`src/rtl/jtag_modport_if.sv`:
```
`default_nettype none
// ============================================================================
// Module   : jtag_modport_if
// Purpose  : Bundles the JTAG serial pins and the TAP status outputs so the
//            controller and its driver connect through one port.
// Ports    : master -- drives tms/tdi, observes tdo/tdo_en/tap_state/
//                      ir_out/user_dr_out
//            slave  -- the TAP controller side (mirror of master)
// Revision : 1.0  initial release
// ============================================================================
interface jtag_modport_if #(
  parameter int IR_LEN   = 4,
  parameter int USER_LEN = 8
);
  logic                tms;
  logic                tdi;
  logic                tdo;
  logic                tdo_en;
  logic [3:0]          tap_state;
  logic [IR_LEN-1:0]   ir_out;
  logic [USER_LEN-1:0] user_dr_out;

  modport master (
    output tms, tdi,
    input  tdo, tdo_en, tap_state, ir_out, user_dr_out
  );

  modport slave (
    input  tms, tdi,
    output tdo, tdo_en, tap_state, ir_out, user_dr_out
  );
endinterface
`default_nettype wire

```
`src/rtl/jtag_modport.sv`:
```
`default_nettype none
// ============================================================================
// Module   : jtag_modport
// Purpose  : IEEE 1149.1 style TAP controller with IDCODE, USER and BYPASS
//            data registers.
// Ports    : tck  -- the only clock, all state changes on its rising edge
//            trst -- synchronous active-high reset, beats tms
//            bus  -- jtag_modport_if.slave: tms, tdi in; tdo, tdo_en,
//                    tap_state, ir_out, user_dr_out out
// Revision : 1.0  initial release
// ============================================================================
module jtag_modport #(
  parameter int          IR_LEN     = 4,
  parameter logic [31:0] IDCODE_VAL = 32'h1234_5679,
  parameter int          USER_LEN   = 8
) (
  input  wire logic      tck,
  input  wire logic      trst,
  jtag_modport_if.slave  bus
);

  typedef enum logic [3:0] {
    S_TLR      = 4'd0,
    S_RTI      = 4'd1,
    S_SEL_DR   = 4'd2,
    S_CAP_DR   = 4'd3,
    S_SH_DR    = 4'd4,
    S_EX1_DR   = 4'd5,
    S_PAUSE_DR = 4'd6,
    S_EX2_DR   = 4'd7,
    S_UPD_DR   = 4'd8,
    S_SEL_IR   = 4'd9,
    S_CAP_IR   = 4'd10,
    S_SH_IR    = 4'd11,
    S_EX1_IR   = 4'd12,
    S_PAUSE_IR = 4'd13,
    S_EX2_IR   = 4'd14,
    S_UPD_IR   = 4'd15
  } tap_state_t;

  localparam logic [IR_LEN-1:0] c_ir_idcode  = IR_LEN'(4'b0001);
  localparam logic [IR_LEN-1:0] c_ir_user    = IR_LEN'(4'b0010);
  // Fixed capture pattern; the trailing "01" lets a debugger locate IR
  // boundaries in a scan chain.
  localparam logic [IR_LEN-1:0] c_ir_capture = IR_LEN'(4'b0101);

  tap_state_t          state;
  logic [IR_LEN-1:0]   ir_sh;
  logic [IR_LEN-1:0]   ir_out;
  logic [31:0]         id_sh;
  logic [USER_LEN-1:0] user_sh;
  logic                byp_sh;
  logic [USER_LEN-1:0] user_dr_out;
  logic                tdo;

  // Standard TMS graph.
  function automatic tap_state_t next_of(input tap_state_t s, input logic t);
    case (s)
      S_TLR:      next_of = t ? S_TLR    : S_RTI;
      S_RTI:      next_of = t ? S_SEL_DR : S_RTI;
      S_SEL_DR:   next_of = t ? S_SEL_IR : S_CAP_DR;
      S_CAP_DR:   next_of = t ? S_EX1_DR : S_SH_DR;
      S_SH_DR:    next_of = t ? S_EX1_DR : S_SH_DR;
      S_EX1_DR:   next_of = t ? S_UPD_DR : S_PAUSE_DR;
      S_PAUSE_DR: next_of = t ? S_EX2_DR : S_PAUSE_DR;
      S_EX2_DR:   next_of = t ? S_UPD_DR : S_SH_DR;
      S_UPD_DR:   next_of = t ? S_SEL_DR : S_RTI;
      S_SEL_IR:   next_of = t ? S_TLR    : S_CAP_IR;
      S_CAP_IR:   next_of = t ? S_EX1_IR : S_SH_IR;
      S_SH_IR:    next_of = t ? S_EX1_IR : S_SH_IR;
      S_EX1_IR:   next_of = t ? S_UPD_IR : S_PAUSE_IR;
      S_PAUSE_IR: next_of = t ? S_EX2_IR : S_PAUSE_IR;
      S_EX2_IR:   next_of = t ? S_UPD_IR : S_SH_IR;
      default:    next_of = t ? S_SEL_DR : S_RTI;
    endcase
  endfunction

  // Any code other than IDCODE or USER behaves as BYPASS.
  logic sel_id;
  logic sel_user;
  assign sel_id   = (ir_out == c_ir_idcode);
  assign sel_user = (ir_out == c_ir_user);

  // Register actions are keyed on the state occupied during the edge, so the
  // Capture/Shift/Update work happens on the edge that leaves that state.
  // Pause and Exit states fall through the case and leave data untouched.
  always_ff @(posedge tck) begin
    if (trst) begin
      state       <= S_TLR;
      ir_sh       <= '0;
      ir_out      <= c_ir_idcode;
      id_sh       <= '0;
      user_sh     <= '0;
      byp_sh      <= 1'b0;
      user_dr_out <= '0;
    end else begin
      state <= next_of(state, bus.tms);
      case (state)
        S_CAP_IR: ir_sh <= c_ir_capture;
        S_SH_IR:  ir_sh <= {bus.tdi, ir_sh[IR_LEN-1:1]};
        S_UPD_IR: ir_out <= ir_sh;
        S_CAP_DR: begin
          if (sel_id)        id_sh   <= IDCODE_VAL;
          else if (sel_user) user_sh <= user_dr_out;
          else               byp_sh  <= 1'b0;
        end
        S_SH_DR: begin
          if (sel_id)        id_sh   <= {bus.tdi, id_sh[31:1]};
          else if (sel_user) user_sh <= {bus.tdi, user_sh[USER_LEN-1:1]};
          else               byp_sh  <= bus.tdi;
        end
        S_UPD_DR: begin
          if (sel_user) user_dr_out <= user_sh;
        end
        default: ;
      endcase
      // Falling into Test-Logic-Reset restores the IDCODE instruction; the
      // user data register deliberately survives this.
      if (next_of(state, bus.tms) == S_TLR) ir_out <= c_ir_idcode;
    end
  end

  // tdo shows the bit that the next edge will shift out.
  always_comb begin
    tdo = 1'b0;
    if (state == S_SH_IR) begin
      tdo = ir_sh[0];
    end else if (state == S_SH_DR) begin
      if (sel_id)        tdo = id_sh[0];
      else if (sel_user) tdo = user_sh[0];
      else               tdo = byp_sh;
    end
  end

  assign bus.tdo         = tdo;
  assign bus.tdo_en      = (state == S_SH_IR) || (state == S_SH_DR);
  assign bus.tap_state   = state;
  assign bus.ir_out      = ir_out;
  assign bus.user_dr_out = user_dr_out;

endmodule
`default_nettype wire

```
`src/flat_wrapper.sv`:
```
// flat-port wrapper written by rule: the top's interface ports become plain ports
module jtag_modport_flat 
#(
  parameter int          IR_LEN     = 4,
  parameter logic [31:0] IDCODE_VAL = 32'h1234_5679,
  parameter int          USER_LEN   = 8
)
  (tck, trst, bus_tms, bus_tdi, bus_tdo, bus_tdo_en, bus_tap_state, bus_ir_out, bus_user_dr_out);
  jtag_modport_if #(.IR_LEN(IR_LEN), .USER_LEN(USER_LEN)) bus_i ();
  input  wire logic tck;
  input  wire logic trst;
  input wire logic [$bits(bus_i.tms)-1:0] bus_tms;
  input wire logic [$bits(bus_i.tdi)-1:0] bus_tdi;
  output wire logic [$bits(bus_i.tdo)-1:0] bus_tdo;
  output wire logic [$bits(bus_i.tdo_en)-1:0] bus_tdo_en;
  output wire logic [$bits(bus_i.tap_state)-1:0] bus_tap_state;
  output wire logic [$bits(bus_i.ir_out)-1:0] bus_ir_out;
  output wire logic [$bits(bus_i.user_dr_out)-1:0] bus_user_dr_out;
  assign bus_i.tms = bus_tms;
  assign bus_i.tdi = bus_tdi;
  assign bus_tdo = bus_i.tdo;
  assign bus_tdo_en = bus_i.tdo_en;
  assign bus_tap_state = bus_i.tap_state;
  assign bus_ir_out = bus_i.ir_out;
  assign bus_user_dr_out = bus_i.user_dr_out;
  jtag_modport #(.IR_LEN(IR_LEN), .IDCODE_VAL(IDCODE_VAL), .USER_LEN(USER_LEN)) u_core (.tck(tck), .trst(trst), .bus(bus_i));
endmodule
```
`config.mk`:
```
export PLATFORM = sky130hd
export DESIGN_NAME = jtag_modport_flat
export DESIGN_NICKNAME = d
export VERILOG_FILES = /design/src/rtl/jtag_modport_if.sv /design/src/rtl/jtag_modport.sv /design/src/flat_wrapper.sv
export SDC_FILE = /design/constraint.sdc
export NUM_CORES = 1
export LEC_CHECK = 0
export BUFFER_PORTS_ARGS = -buffer_cell sky130_fd_sc_hd__buf_2
export CAP_MARGIN = 20
export CORE_MARGIN = 3
export CORE_UTILIZATION = 50
export DETAILED_ROUTE_END_ITERATION = 12
export PLACE_DENSITY = 0.69
export SLEW_MARGIN = 30
export SYNTH_ARGS = -nofsm -noshare
export SYNTH_HDL_FRONTEND = slang
export SYNTH_SLANG_ARGS = --single-unit
```
`constraint.sdc`:
```
create_clock -name tck -period 2.84 [get_ports tck]
set_input_delay 0.71 -clock tck [delete_from_list [all_inputs] [get_ports tck]]
set_output_delay 0.71 -clock tck [all_outputs]
set_load 0.02 [all_outputs]
```
==> results.sh <==
export IMPL_status="finished clean"
export IMPL_syn_inst=294
export IMPL_coreArea_mm2=0.00479
export IMPL_fin_nets=318
export IMPL_row_count=25
export IMPL_synth_common_cells="79 x nor2_1, 61 x dfxtp_1, 23 x nand2_1"
export IMPL_ys_seq_elements=61
export IMPL_slowest_stage="or4b_2"
export IMPL_initial_core_util_pct=52.5
export IMPL_drtIter0Drc=140
export IMPL_synth_most_common_cell="nor2_1"
export IMPL_post_cts_buffers=0
export IMPL_fin_setup_tns_ns=0
export IMPL_crit_chain="or4b_2 > o22ai_1 > o32ai_1 > buf_2"
export IMPL_report_final_setup_viol=0
export IMPL_pwr_share_comb_pct=5.6
export IMPL_netlist_area_leader_share_pct=48.6
export IMPL_cts_resized=0
export IMPL_arrival_ns=1.88
export IMPL_path_max_fanout=8
export IMPL_slew_viol_final=0
export IMPL_avgSynthCellArea_um2=8.55
export IMPL_clock_path_buffers=2
export IMPL_critical_path_class="reg -> out"
export IMPL_hold_viol=0
export IMPL_yosysWarnings=0
export IMPL_p_leak_uw=0.00114
export IMPL_grt_pass1_wl_um=9270
export IMPL_power_share_sequential_pct=48.3
export IMPL_grt_antenna_before_repair=0
export IMPL_via_per_inst=5.46
export IMPL_insertion_delay_ns=0.33
export IMPL_ctsRootBufferMaster="clkbuf_8"
export IMPL_cts_sinks=61
export IMPL_dieArea_mm2=0.00591
export IMPL_grt_usage_pct=19.5
export IMPL_numPortBuffers=21
export IMPL_cts_tree="built"
export IMPL_syn_area_mm2=0.00251
export IMPL_finalCritPeriodShare_pct=91.0
export IMPL_synth_nets=298
export IMPL_firstDrtPassIters=4
export IMPL_drive_gt1_share_pct=16.4
export IMPL_totalWireLength_um=5160
export IMPL_diodes=0
export IMPL_grt_max_degree=39
export IMPL_die_y_um=76.9
export IMPL_synth_edff_count=0
export IMPL_skew_ns=0.00591
export IMPL_irDropWorstVdd_mv=0.402
export IMPL_switching_share_pct=22.0
export IMPL_fmax_mhz=387
export IMPL_synth_area_leader_cell="dfxtp_1"
export IMPL_yosysUniqueCellTypes=42
export IMPL_grt_pass1_vias=2026
export IMPL_cts_buffers=9
export IMPL_area_growth_pct=13.8
export IMPL_cellPowerDensity_mw_per_mm2=634
export IMPL_p_total_uw=1810
export IMPL_crit_family="simple AND/OR/NAND/NOR gates"
export IMPL_internal_power_uw=1410
export IMPL_rsz0062_at_grt="no"
export IMPL_drc=0
export IMPL_ys_seq_area_share_pct=48.6
export IMPL_antenna_left=0
export IMPL_worst_setup_path_start_kind="flop"
export IMPL_ctsHoldBuffers=0
export IMPL_wl_per_cell_um=13.4
export IMPL_cts_htree_levels=3
export IMPL_slew_limit_headroom_pct=50.9
export IMPL_hpwl_um=3250
export IMPL_num_vias=2101
export IMPL_cap_viol_max_count=0
export IMPL_required_ns=2.13
export IMPL_cts_reportedPaths_clkPinSlew_ns=0.06
export IMPL_overflow=0
export IMPL_p_sw_uw=398
export IMPL_ys_top_cells_by_area="dfxtp_1 49%, nor2_1 12%, a22oi_1 5.4%, mux2i_1 4.0%, a311oi_1 3.8%"
export IMPL_worst_slew_pin_slew_ns=0.737
export IMPL_cp_num_buf_inv=1
export IMPL_final_min_clock_period_ns=2.59
export IMPL_fill_cells=437
export IMPL_place_congestion=0.802
export IMPL_max_stage_delay_ns=0.67
export IMPL_ys_async_sr_fraction_pct=0
export IMPL_die_x_um=76.9
export IMPL_synth_ff_type="dfxtp_1"
export IMPL_hp_class="reg -> reg"
export IMPL_power_share_clock_pct=46.1
export IMPL_ioPinCount=22
export IMPL_endpoint_kind="output pin"
==> through the flow <==
step | worst slack (ns) | cells | hold WS [ns] | instance area (um2) | utilization, %
after floorplan | 0.101 | 294 | 0.450 | 2510 | -
after global routing | 0.123 | 385 | 0.504 | 2860 | 59.8
after CTS | 0.234 | 385 | 0.479 | 2860 | 59.8
final | 0.255 | 385 | 0.476 | 2860 | 59.8
after detailed placement | 0.617 | 370 | 0.470 | 2650 | 55.3
after global placement | 0.608 | 370 | 0.459 | 2650 | 55.3
==> registers in the layout (all words and copies together) (netlist names) <==
| signal | flops |
|---|---|
| u_core.ir_sh | 4 |
| u_core.id_sh | 32 |
| u_core.user_sh | 8 |
| u_core.bus.user_dr_out | 8 |
| u_core.byp_sh | 1 |
| u_core.bus.tap_state | 4 |
| u_core.bus.ir_out | 4 |
==> placed cells by master (no fill, tap or decap), types with 2 or more instances in the layout <==
cell type  count
nor2_1        79
dfxtp_1       61
nand2_1       23
buf_2         21
a22oi_1       18
nor3_1        16
a311oi_1      11
mux2i_1       10
clkbuf_8      10
a21oi_1        9
buf_4          8
o21ai_0        6
inv_1          6
nand3_1        3
or4b_2         2
o22ai_1        2
o32ai_1        2
and2_1         2
bufinv_16      2
==> worst paths after layout <==
path / start / to / slack, ns / depth (start not counted)
min reg2reg: u_core.ir_sh[1] / u_core.ir_sh[1] / 0.48 / 2
min: u_core.ir_sh[1] / u_core.ir_sh[1] / 0.48 / 2
max reg2reg: u_core.bus.tap_state[1] / u_core.user_sh[6] / 0.73 / 5
max: u_core.bus.ir_out[0] / bus_tdo / 0.25 / 4
==> worst reg2reg max path, stage by stage (launching register included) <==
cell and delay, ns:
dfxtp_1 0.31, buf_4 0.18, nor4b_2 0.60, o21ba_1 0.58, nor2_1 0.08, a311oi_1 0.26
==> metal layers <==
metal,vias up,wire [um],GRT usage (%)
met1,982,2460,24.7
met5,-,0,0
met2,37,2410,29.8
met3,8,192,5.99
li1,1074,-,-
met4,0,93,10.1
==> power groups by stage <==
stage | Sequential (uW) | Clock [uW] | Combinational [uW]
6_report | 876 | 835 | 101
5_1_grt | 876 | 904 | 114
4_1_cts | 876 | 862 | 102
3_5_place_dp | 895 | 0 | 100
3_3_place_gp | 895 | 0 | 99.2
2_1_floorplan | 901 | 0 | 67.2
==> layout make-up <==
type / instances / area, um2 / share of cell area (%)
Inverter: 6 / 22.5 / 0.787
Clock inverter: 4 / 72.6 / 2.54
Sequential cell: 61 / 1220 / 42.7
Multi-Input combinational cell: 207 / 1150 / 40.3
Timing Repair Buffer: 29 / 165 / 5.77
Tap cell: 67 / 83.8 / 2.93
Clock buffer: 11 / 141 / 4.94
==> cell families (layout without fill, tap and decap cells) <==
group | after synthesis | count (layout) | synth area share (%)
xor gates and xnor gates | 1 | 1 | 0.348
and+or+nand+nor | 136 | 136 | 24.1
muxes | 10 | 10 | 3.98
buffers and inverters | 26 | 50 | 5.53
AOI/OAI and AO/OA | 60 | 60 | 17.4
DFF | 61 | 61 | 48.6
Note: power is estimated with default switching activity, not from simulation.
